`config.mk`:
```
export PLATFORM = sky130hd
export DESIGN_NAME = hack_pc
export DESIGN_NICKNAME = d
export VERILOG_FILES = /design/src/rtl/hack_pc_pkg.sv /design/src/rtl/hack_ret_stack.sv /design/src/rtl/hack_pc.sv
export SDC_FILE = /design/constraint.sdc
export NUM_CORES = 1
export LEC_CHECK = 0
export ABC_CLOCK_PERIOD_IN_PS = 1600
export CAP_MARGIN = 30
export CORE_MARGIN = 2
export CORE_UTILIZATION = 35
export DETAILED_ROUTE_END_ITERATION = 6
export GPL_TIMING_DRIVEN = 0
export PLACE_DENSITY_LB_ADDON = 0.05
export RECOVER_POWER = 50
export SLEW_MARGIN = 20
export SYNTH_ARGS = -nofsm -noshare
export SYNTH_HDL_FRONTEND = slang
export SYNTH_SLANG_ARGS = --single-unit
```
`constraint.sdc`:
```
create_clock -name clk -period 1.6 [get_ports clk]
set_clock_uncertainty 0.1 [all_clocks]
set_input_delay 0.48 -clock clk [delete_from_list [all_inputs] [get_ports clk]]
set_output_delay 0.48 -clock clk [all_outputs]
set_load 0.02 [all_outputs]
```
`src/rtl/hack_pc_pkg.sv`:
```
// Shared types for the Hack program counter: run/halt state and the
// resolved per-cycle pc operation.
package hack_pc_pkg;

  localparam int unsigned HACK_WORD = 16;

  typedef enum logic [0:0] {
    ST_RUN  = 1'b0,
    ST_HALT = 1'b1
  } state_e;

  typedef enum logic [2:0] {
    OP_HOLD = 3'd0,
    OP_INC  = 3'd1,
    OP_LOAD = 3'd2,
    OP_CALL = 3'd3,
    OP_RET  = 3'd4
  } pc_op_e;

endpackage

```
`src/rtl/hack_ret_stack.sv`:
```
// LIFO of return addresses. Push on a full stack and pop on an empty stack
// are silently dropped; the owner raises the sticky flags. Contents are not
// reset, only the occupancy level is.
module hack_ret_stack #(
  parameter int unsigned WIDTH = 16,
  parameter int unsigned DEPTH = 8,
  localparam int unsigned LVL_W = $clog2(DEPTH + 1),
  localparam int unsigned IDX_W = (DEPTH > 1) ? $clog2(DEPTH) : 1
) (
  input  logic             clk,
  input  logic             reset,
  input  logic             push_i,
  input  logic             pop_i,
  input  logic [WIDTH-1:0] push_data_i,
  output logic [WIDTH-1:0] top_o,
  output logic [LVL_W-1:0] level_o,
  output logic             full_o,
  output logic             empty_o
);

  logic [WIDTH-1:0] mem_q [DEPTH];
  logic [LVL_W-1:0] level_q, level_d;
  logic [IDX_W-1:0] wr_idx;
  logic [IDX_W-1:0] top_idx;
  logic             do_push;
  logic             do_pop;

  assign full_o  = (level_q == LVL_W'(DEPTH));
  assign empty_o = (level_q == '0);
  assign do_push = push_i && !pop_i && !full_o;
  assign do_pop  = pop_i && !push_i && !empty_o;
  assign wr_idx  = IDX_W'(level_q);
  assign top_idx = IDX_W'(level_q - LVL_W'(1));
  assign top_o   = mem_q[top_idx];
  assign level_o = level_q;

  // Occupancy follows the accepted push/pop.
  always_comb begin
    level_d = level_q;
    if (do_push) begin
      level_d = level_q + LVL_W'(1);
    end else if (do_pop) begin
      level_d = level_q - LVL_W'(1);
    end
  end

  // Level register.
  always_ff @(posedge clk or posedge reset) begin
    if (reset) begin
      level_q <= '0;
    end else begin
      level_q <= level_d;
    end
  end

  // Entry storage, no reset needed.
  always_ff @(posedge clk) begin
    if (do_push) begin
      mem_q[wr_idx] <= push_data_i;
    end
  end

endmodule

```
`src/rtl/hack_pc.sv`:
```
// Hack program counter with run/halt control. Priority in RUN:
// halt_req > ret > call > load > inc > hold.
// Optional return-address stack enabled by defining HACK_PC_RETSTACK_EN;
// without it call/ret are ignored and the stack outputs read zero.
module hack_pc
  import hack_pc_pkg::*;
#(
  parameter int unsigned      WIDTH       = HACK_WORD,
  parameter logic [WIDTH-1:0] RESET_VEC   = '0,
  parameter int unsigned      STACK_DEPTH = 8,
  localparam int unsigned     LVL_W       = $clog2(STACK_DEPTH + 1)
) (
  input  logic             clk,
  input  logic             reset,
  input  logic [WIDTH-1:0] in_i,
  input  logic             load_i,
  input  logic             inc_i,
  input  logic             halt_req_i,
  input  logic             resume_i,
  input  logic             call_i,
  input  logic             ret_i,
  output logic [WIDTH-1:0] pc_o,
  output logic             running_o,
  output logic [LVL_W-1:0] stack_level_o,
  output logic             stack_ovf_o,
  output logic             stack_unf_o
);

  state_e           state_q, state_d;
  pc_op_e           op;
  logic [WIDTH-1:0] pc_q, pc_d;
  logic [WIDTH-1:0] pc_inc;
  logic [WIDTH-1:0] stk_top;
  logic             stk_empty;

  assign pc_inc    = pc_q + WIDTH'(1);
  assign pc_o      = pc_q;
  assign running_o = (state_q == ST_RUN);

  // Run/halt next state; halt_req always wins over resume.
  always_comb begin
    state_d = state_q;
    unique case (state_q)
      ST_RUN:  if (halt_req_i) state_d = ST_HALT;
      ST_HALT: if (resume_i && !halt_req_i) state_d = ST_RUN;
      default: state_d = ST_RUN;
    endcase
  end

  // Priority encoder resolving this cycle's pc operation.
  always_comb begin
    op = OP_HOLD;
    if (state_q == ST_RUN && !halt_req_i) begin
`ifdef HACK_PC_RETSTACK_EN
      if (ret_i && call_i) begin
        op = OP_LOAD;  // tail call: jump only, stack untouched
      end else if (ret_i) begin
        op = OP_RET;
      end else if (call_i) begin
        op = OP_CALL;
      end else if (load_i) begin
        op = OP_LOAD;
      end else if (inc_i) begin
        op = OP_INC;
      end
`else
      if (load_i) begin
        op = OP_LOAD;
      end else if (inc_i) begin
        op = OP_INC;
      end
`endif
    end
  end

  // Next pc from the resolved operation.
  always_comb begin
    pc_d = pc_q;
    unique case (op)
      OP_INC:          pc_d = pc_inc;
      OP_LOAD, OP_CALL: pc_d = in_i;
      OP_RET:          pc_d = stk_empty ? pc_inc : stk_top;
      default:         pc_d = pc_q;
    endcase
  end

  // State and pc registers.
  always_ff @(posedge clk or posedge reset) begin
    if (reset) begin
      state_q <= ST_RUN;
      pc_q    <= RESET_VEC;
    end else begin
      state_q <= state_d;
      pc_q    <= pc_d;
    end
  end

`ifdef HACK_PC_RETSTACK_EN
  logic stk_full;
  logic ovf_q, ovf_d;
  logic unf_q, unf_d;

  hack_ret_stack #(
    .WIDTH(WIDTH),
    .DEPTH(STACK_DEPTH)
  ) u_ret_stack (
    .clk        (clk),
    .reset      (reset),
    .push_i     (op == OP_CALL),
    .pop_i      (op == OP_RET),
    .push_data_i(pc_inc),
    .top_o      (stk_top),
    .level_o    (stack_level_o),
    .full_o     (stk_full),
    .empty_o    (stk_empty)
  );

  // Sticky flags set by a dropped push or an empty pop.
  always_comb begin
    ovf_d = ovf_q | ((op == OP_CALL) && stk_full);
    unf_d = unf_q | ((op == OP_RET) && stk_empty);
  end

  // Flag registers, cleared only by reset.
  always_ff @(posedge clk or posedge reset) begin
    if (reset) begin
      ovf_q <= 1'b0;
      unf_q <= 1'b0;
    end else begin
      ovf_q <= ovf_d;
      unf_q <= unf_d;
    end
  end

  assign stack_ovf_o = ovf_q;
  assign stack_unf_o = unf_q;
`else
  logic unused_stack_ins;

  assign unused_stack_ins = ^{call_i, ret_i};
  assign stk_top          = '0;
  assign stk_empty        = 1'b1;
  assign stack_level_o    = '0;
  assign stack_ovf_o      = 1'b0;
  assign stack_unf_o      = 1'b0;
`endif

endmodule

```
==> results of run 1 <==
-- synthesized netlist by cell type (all sizes together) (3+ instances only) --
cell / instances / area share, %
dfrtp: 17 / 37
nand2: 11 / 3.6
nor3: 11 / 4.8
a21oi: 10 / 4.3
nand3: 10 / 4.3
buf: 9 / 5.4
nand4: 8 / 6.7
o21ai: 8 / 3.5
clkbuf: 6 / 2.0
nor2: 6 / 2.0
nor4: 5 / 2.7
o22ai: 5 / 2.7
inv: 4 / 1.3
or2: 3 / 1.6
-- flip-flops by register name, indices dropped and copies added (netlist names) --
name	flops
pc_o	16
state_q	1
-- layout by cell type (no fill, tap or decap), drive strengths merged, types with 2 or more instances in the layout --
cell type	n
a21oi	10
a311oi	2
buf	38
clkbuf	10
clkdlybuf4s15	8
clkdlybuf4s50	16
conb	6
dfrtp	17
dlygate4sd3	2
inv	4
nand2	11
nand3	10
nand4	8
nor2	6
nor3	11
nor4	5
o211ai	2
o21ai	8
o22ai	5
or2	3
or4	2
-- power by group through the flow --
stage / registers [mW] / logic [mW] / clock network, mW
2_1_floorplan: 0.723 / 0.222 / 0
3_3_place_gp: 0.652 / 0.548 / 0
3_5_place_dp: 0.656 / 0.554 / 0
4_1_cts: 0.617 / 0.638 / 0.252
5_1_grt: 0.632 / 0.742 / 0.269
6_report: 0.621 / 0.687 / 0.247
-- through the flow --
step / hold slack [ns] / power (mW)
2_1_floorplan: 0.305 / 0.945
6_report: 0.416 / 1.56
5_1_grt: 0.434 / 1.64
3_3_place_gp: 0.444 / 1.20
3_5_place_dp: 0.443 / 1.21
4_1_cts: 0.416 / 1.51
-- final timing paths --
path	endpoint	from	slack [ns]
max	pc_o[12]	pc_o[12]$_DFFE_PP0P_	-0.08
min	pc_o[0]$_DFFE_PP0P_	inc_i	0.42
max reg2reg	pc_o[9]$_DFFE_PP0P_	pc_o[0]$_DFFE_PP0P_	-0.08
min reg2reg	pc_o[15]$_DFFE_PP0P_	pc_o[15]$_DFFE_PP0P_	0.49
max in group asynchronous	pc_o[2]$_DFFE_PP0P_	reset	0.33
min in group asynchronous	pc_o[13]$_DFFE_PP0P_	reset	0.60
-- layout make-up --
cell class              instances  area, µm²
multi-input cells             108        746
fillers                       311       1230
inverters                       4       15.0
clock buffers                   4       26.3
flip-flops and latches         17        438
plain buffers                  14        103
well taps                      44       55.1
repair buffers                 56        492
-- per-layer routing --
layer  wire length, µm  GRT usage [%]
met5                 0              0
met4                10           4.86
met3               257           4.62
met2              1910           37.4
met1              1570           25.6
-- cell families (layout without fill, tap and decap cells) --
| kind of cell | Yosys count | in the layout | share of synthesized area [%] |
|---|---|---|---|
| flip-flops | 17 | 17 | 36.9 |
| buffers and inverters | 19 | 78 | 8.68 |
| AND/OR/NAND/NOR | 63 | 63 | 31.6 |
| adder cells (fa/ha/maj) | 1 | 1 | 1.08 |
| multiplexers | 1 | 1 | 0.868 |
| other | 1 | 6 | 0.325 |
| AO/OA/AOI/OAI | 37 | 37 | 20.6 |
-- what timing repair did --
item,in CTS,in global routing
buffers inserted,12,8
endpoints found under the setup margin,33,19
pin swaps,5,7
resized for setup,70,22
==> qor.yml, run 1 <==
logic_synthesis:
  yosysWarnings: 0
  synth-edff-count: 0
  seq_area_frac_synth_pct: 36.9
  syn_inst: 139
  synth-seq-cells: 17
  async_flop_share_pct: 100
  netlist_area_um2: 1150
  ys_types: 41
  syn_avg_cell_area_um2: 8.30
  synthFlopType: "dfrtp_1"
finish:
  layout-drive-gt1-share_pct: 39.4
  num-nets-final: 229
  finalNonFillerCells: 247
  diodes: 0
  syn_to_final_growth_pct: 62.5
  final_area_um2: 1870
  fin_util_pct: 60.4
worst_setup_path:
  rr_worst_depth: 6
  critPathSlowestCell: "dfrtp_1"
  worstSetupPathType: "flop to output port"
  end_kind: "output port"
  arrival_ns: 1.10
  path_buf_inv: 1
  crit_chain: "clkdlybuf4s15_2"
  crit_cells: 1
  crit_path_start_kind: "flop"
  cpPeakStageDelay_ns: 0.49
  crit_family: "flip-flops"
  worstPathRequired_ns: 1.02
  cp_max_fo: 7
timing:
  timing.setup.tns_ns: -0.435
  finalHoldViolations: 0
  rsz0062_at_grt: "true"
  finalSetupViolCount: 7
  fin_crit_ns: 1.68
  report.final.slew_viol_count: 0
  maxSlewHeadroom_pct: 55.3
  max_clock_freq_ghz: 0.595
  setup_slack_ns: -0.0802
  worst_pin_slew_ns: 0.670
  fin_crit_sh_pct: 105
clocking:
  cts_tree: "done"
  ctsRootBufferMaster: "clkbuf_4"
  clk_path_buf_depth: 2
  clock-sinks: 17
  clk_latency_ns: 0.30
  cts_hold_buf: 0
  cts_buffers: 3
  htreeDepth: 1
  clk_pin_slew_ns: 0.11
die:
  fp.dieArea_um2: 3770
  die-height_um: 61.4
  rows: 20
  ios: 47
  initial_core_util_pct: 37.2
  core-area_um2: 3100
  dieWidth_um: 61.4
power:
  p_int_mw: 0.942
  p_per_area_nw_per_um2: 830
  p_comb_share_pct: 44.2
  p_leak_nw: 0.760
  power_frac_clock_pct: 15.9
  seq_power_share_pct: 39.9
  sw_frac_of_total_pct: 39.5
  power_switching_mw: 0.614
  vdd_drop_max_v: 0.000554
detailed_routing:
  viasPerCell: 5.47
  wl_um: 3750
  routedWlPerCell_um: 15.2
  drc: 0
  drtIter0Drc: 71
  ant_nets: 0
  vias: 1350
  first_pass_iters: 4
place:
  place_ws_ns: -0.871
  place.gp.congestion: 0.811
  dpl.hpwl_um: 2440
  portBuffers: 36
  placed_cell_area_um2: 1640
  dp_cells: 224
grt:
  grt_pass1_vias: 1289
  grt_pass1_wl_um: 5810
  grt_max_degree: 18
  track_usage_pct: 20.9
  antenna_found_initial: 0
  overflow: 0
status:
  violations: "setup timing"
  status: "finished with violations"
run:
  cap_viol_max_count: 0
min_path:
  min_path_type: "input pin to flop"
  holdPathStages: 3
No activity file was read; power rests on OpenSTA's default activity.
==> inputs of run 2 (changes only) <==
--- a/config.mk
+++ b/config.mk
@@ -9,6 +9,7 @@
 export CAP_MARGIN = 30
 export CORE_MARGIN = 2
 export CORE_UTILIZATION = 35
+export CTS_CLUSTER_DIAMETER = 60
 export DETAILED_ROUTE_END_ITERATION = 6
 export GPL_TIMING_DRIVEN = 0
 export PLACE_DENSITY_LB_ADDON = 0.05
==> results of run 2 <==
The final DEF is identical to that of run 1; final timing and power are the same.
==> inputs of run 3 (changes only) <==
--- a/config.mk
+++ b/config.mk
@@ -7,8 +7,10 @@
 export LEC_CHECK = 0
 export ABC_CLOCK_PERIOD_IN_PS = 1600
 export CAP_MARGIN = 30
+export CELL_PAD_IN_SITES_DETAIL_PLACEMENT = 1
+export CELL_PAD_IN_SITES_GLOBAL_PLACEMENT = 2
 export CORE_MARGIN = 2
-export CORE_UTILIZATION = 35
+export CORE_UTILIZATION = 21
 export CTS_CLUSTER_DIAMETER = 60
 export DETAILED_ROUTE_END_ITERATION = 6
 export GPL_TIMING_DRIVEN = 0
@@ -18,3 +20,4 @@
 export SYNTH_ARGS = -nofsm -noshare
 export SYNTH_HDL_FRONTEND = slang
 export SYNTH_SLANG_ARGS = --single-unit
+export TNS_END_PERCENT = 10
==> qor.yml, run 3 (same netlist as run 1, synthesis figures left out) <==
detailed_routing:
  routedWlPerCell_um: 17.4
  viasPerCell: 5.15
  first_pass_iters: 4
  vias: 1360
  ant_nets: 0
  drc: 0
  drtIter0Drc: 90
  wl_um: 4610
grt:
  grt_busiest_layer: "met2"
  met2_usage_pct: 28.3
  grtUsageMet1_pct: 21.1
  grt_pass1_wl_um: 7780
  antenna_found_initial: 0
  track_usage_pct: 16.3
  gr-usage-met3_pct: 2.64
  grt_pass1_vias: 1428
  overflow: 0
  grt_max_degree: 18
worst_setup_path:
  critPathSlowestCell: "or4_4"
  cpPeakStageDelay_ns: 0.59
  worstPathRequired_ns: 1.65
  crit_path_end: "pc_o[12]$_DFFE_PP0P_"
  path_buf_inv: 0
  crit_family: "simple AND/OR/NAND/NOR gates"
  end_kind: "flop"
  rr_worst_depth: 4
  arrival_ns: 1.87
  cp_max_fo: 4
  worstSetupPathType: "flop to flop"
  critPathLaunch: "pc_o[0]$_DFFE_PP0P_"
  crit_chain: "ha_4 -> nand4_1 -> or4_4 -> a311o_1"
  crit_cells: 4
  crit_path_start_kind: "flop"
  r2r-end: "pc_o[12]$_DFFE_PP0P_"
  r2r-start: "pc_o[0]$_DFFE_PP0P_"
  r2r_slack_ns: -0.22
power:
  power_switching_mw: 0.641
  p_int_mw: 0.991
  p_comb_share_pct: 39.0
  p_total_mw: 1.63
  vdd_drop_max_v: 0.000307
  seq_power_share_pct: 39.9
  power_frac_clock_pct: 21.1
  p_leak_nw: 0.732
  sw_frac_of_total_pct: 39.3
  p_per_area_nw_per_um2: 869
die:
  fp.dieArea_um2: 6100
  dieWidth_um: 78.1
  initial_core_util_pct: 22.2
  ios: 47
  die-height_um: 78.1
  core-area_um2: 5200
  rows: 26
timing:
  timing.setup.tns_ns: -0.737
  finalHoldViolations: 0
  max_clock_freq_ghz: 0.550
  finalSetupViolCount: 9
  worst_pin_slew_ns: 0.760
  fin_crit_sh_pct: 114
  report.final.slew_viol_count: 0
  setup_slack_ns: -0.219
  hold-worst-slack_ns: 0.480
  fin_crit_ns: 1.82
  maxSlewHeadroom_pct: 49.3
  rsz0062_at_grt: "true"
finish:
  layout_commonest_cell: "buf_4"
  final_area_um2: 1880
  syn_to_final_growth_pct: 62.8
  final_cell_mix: "buf_4 (17), clkdlybuf4s50_1 (16), nand2_1 (11)"
  fin_util_pct: 36.1
  layout-drive-gt1-share_pct: 33.0
  diodes: 0
  multiInputGateArea_um2: 753
  num-fill-cells: 632
  seqCellArea_um2: 438
  num-nets-final: 220
  largest_reg_flops: 16
clocking:
  clock-sinks: 17
  cts_tree: "done"
  ctsRootBufferMaster: "clkbuf_8"
  cts_buffers: 3
  clk_pin_slew_ns: 0.08
  clk_path_buf_depth: 2
  htreeDepth: 1
  clk_latency_ns: 0.26
min_path:
  min_path_type: "flop to flop"
place:
  placed_cell_area_um2: 1660
  place.gp.congestion: 0.755
  portBuffers: 36
  dpl.hpwl_um: 3270
status:
  status: "finished with violations"
  violations: "setup timing"
run:
  cap_viol_max_count: 0
## run 3: cell types whose count changed in the layout (fill, tap and decap cells not counted), sizes merged
cell and delta:
clkbuf -1, clkdlybuf4s15 +4, buf -17, dlygate4sd2 +3, or2 +1, clkinv +1
## run 3: repair_timing
action                                  CTS  global route
setup buffers                             4             6
endpoints found under the setup margin   33            28
hold buffers                              0             0
gates cloned                              1             0
gates resized for setup                  63            12
pin swaps                                 2             6
## run 3: area by class of cell
| cell class | count | share of cell area [%] |
|---|---|---|
| Clock inverter | 1 | 0.266 |
| Timing Repair Buffer | 46 | 22.7 |
| Multi-Input combinational cell | 109 | 40.1 |
| Inverter | 4 | 0.799 |
| Sequential cell | 17 | 23.3 |
| Clock buffer | 3 | 2.20 |
| Buffer | 14 | 6.00 |
| Tap cell | 70 | 4.66 |
## run 3: worst min path at each step
stage               cells after the start  slack, ns                  from                   end
floorplan                               1       0.31                 reset  pc_o[11]$_DFFE_PP0P_
global placement                        2       0.45  pc_o[15]$_DFFE_PP0P_  pc_o[15]$_DFFE_PP0P_
detailed placement                      2       0.46  pc_o[15]$_DFFE_PP0P_  pc_o[15]$_DFFE_PP0P_
CTS                                     2       0.47  pc_o[15]$_DFFE_PP0P_  pc_o[15]$_DFFE_PP0P_
global route                            1       0.51   pc_o[8]$_DFFE_PP0P_   pc_o[8]$_DFFE_PP0P_
finish                                  2       0.48  pc_o[15]$_DFFE_PP0P_  pc_o[15]$_DFFE_PP0P_
## run 3: worst register-to-register path: cells and delay by family (launching register included)
| family | cells | cell delay (ns) |
|---|---|---|
| and+or+nand+nor | 2 | 0.76 |
| DFF | 1 | 0.43 |
| adders and majority gates | 1 | 0.16 |
| AOI/OAI and AO/OA | 1 | 0.27 |
## run 3: power by group through the flow
stage / Combinational, mW / Clock [mW] / Sequential, mW
CTS: 0.598 / 0.352 / 0.651
global placement: 0.557 / 0 / 0.660
floorplan: 0.218 / 0 / 0.723
finish: 0.636 / 0.345 / 0.651
global route: 0.695 / 0.369 / 0.669
detailed placement: 0.569 / 0 / 0.668
## run 3: through the flow
step | setup slack [ns] | instances
3_5_place_dp | -1.03 | 250
3_3_place_gp | -0.988 | 250
6_report | -0.219 | 264
5_1_grt | -0.250 | 264
2_1_floorplan | -0.138 | 144
4_1_cts | -0.229 | 258
## run 3: layer usage
layer  up-vias  wire (µm)
li1        628          -
met1       691       2040
met2        39       2320
met3         2        229
met4         0         18
met5         -          0
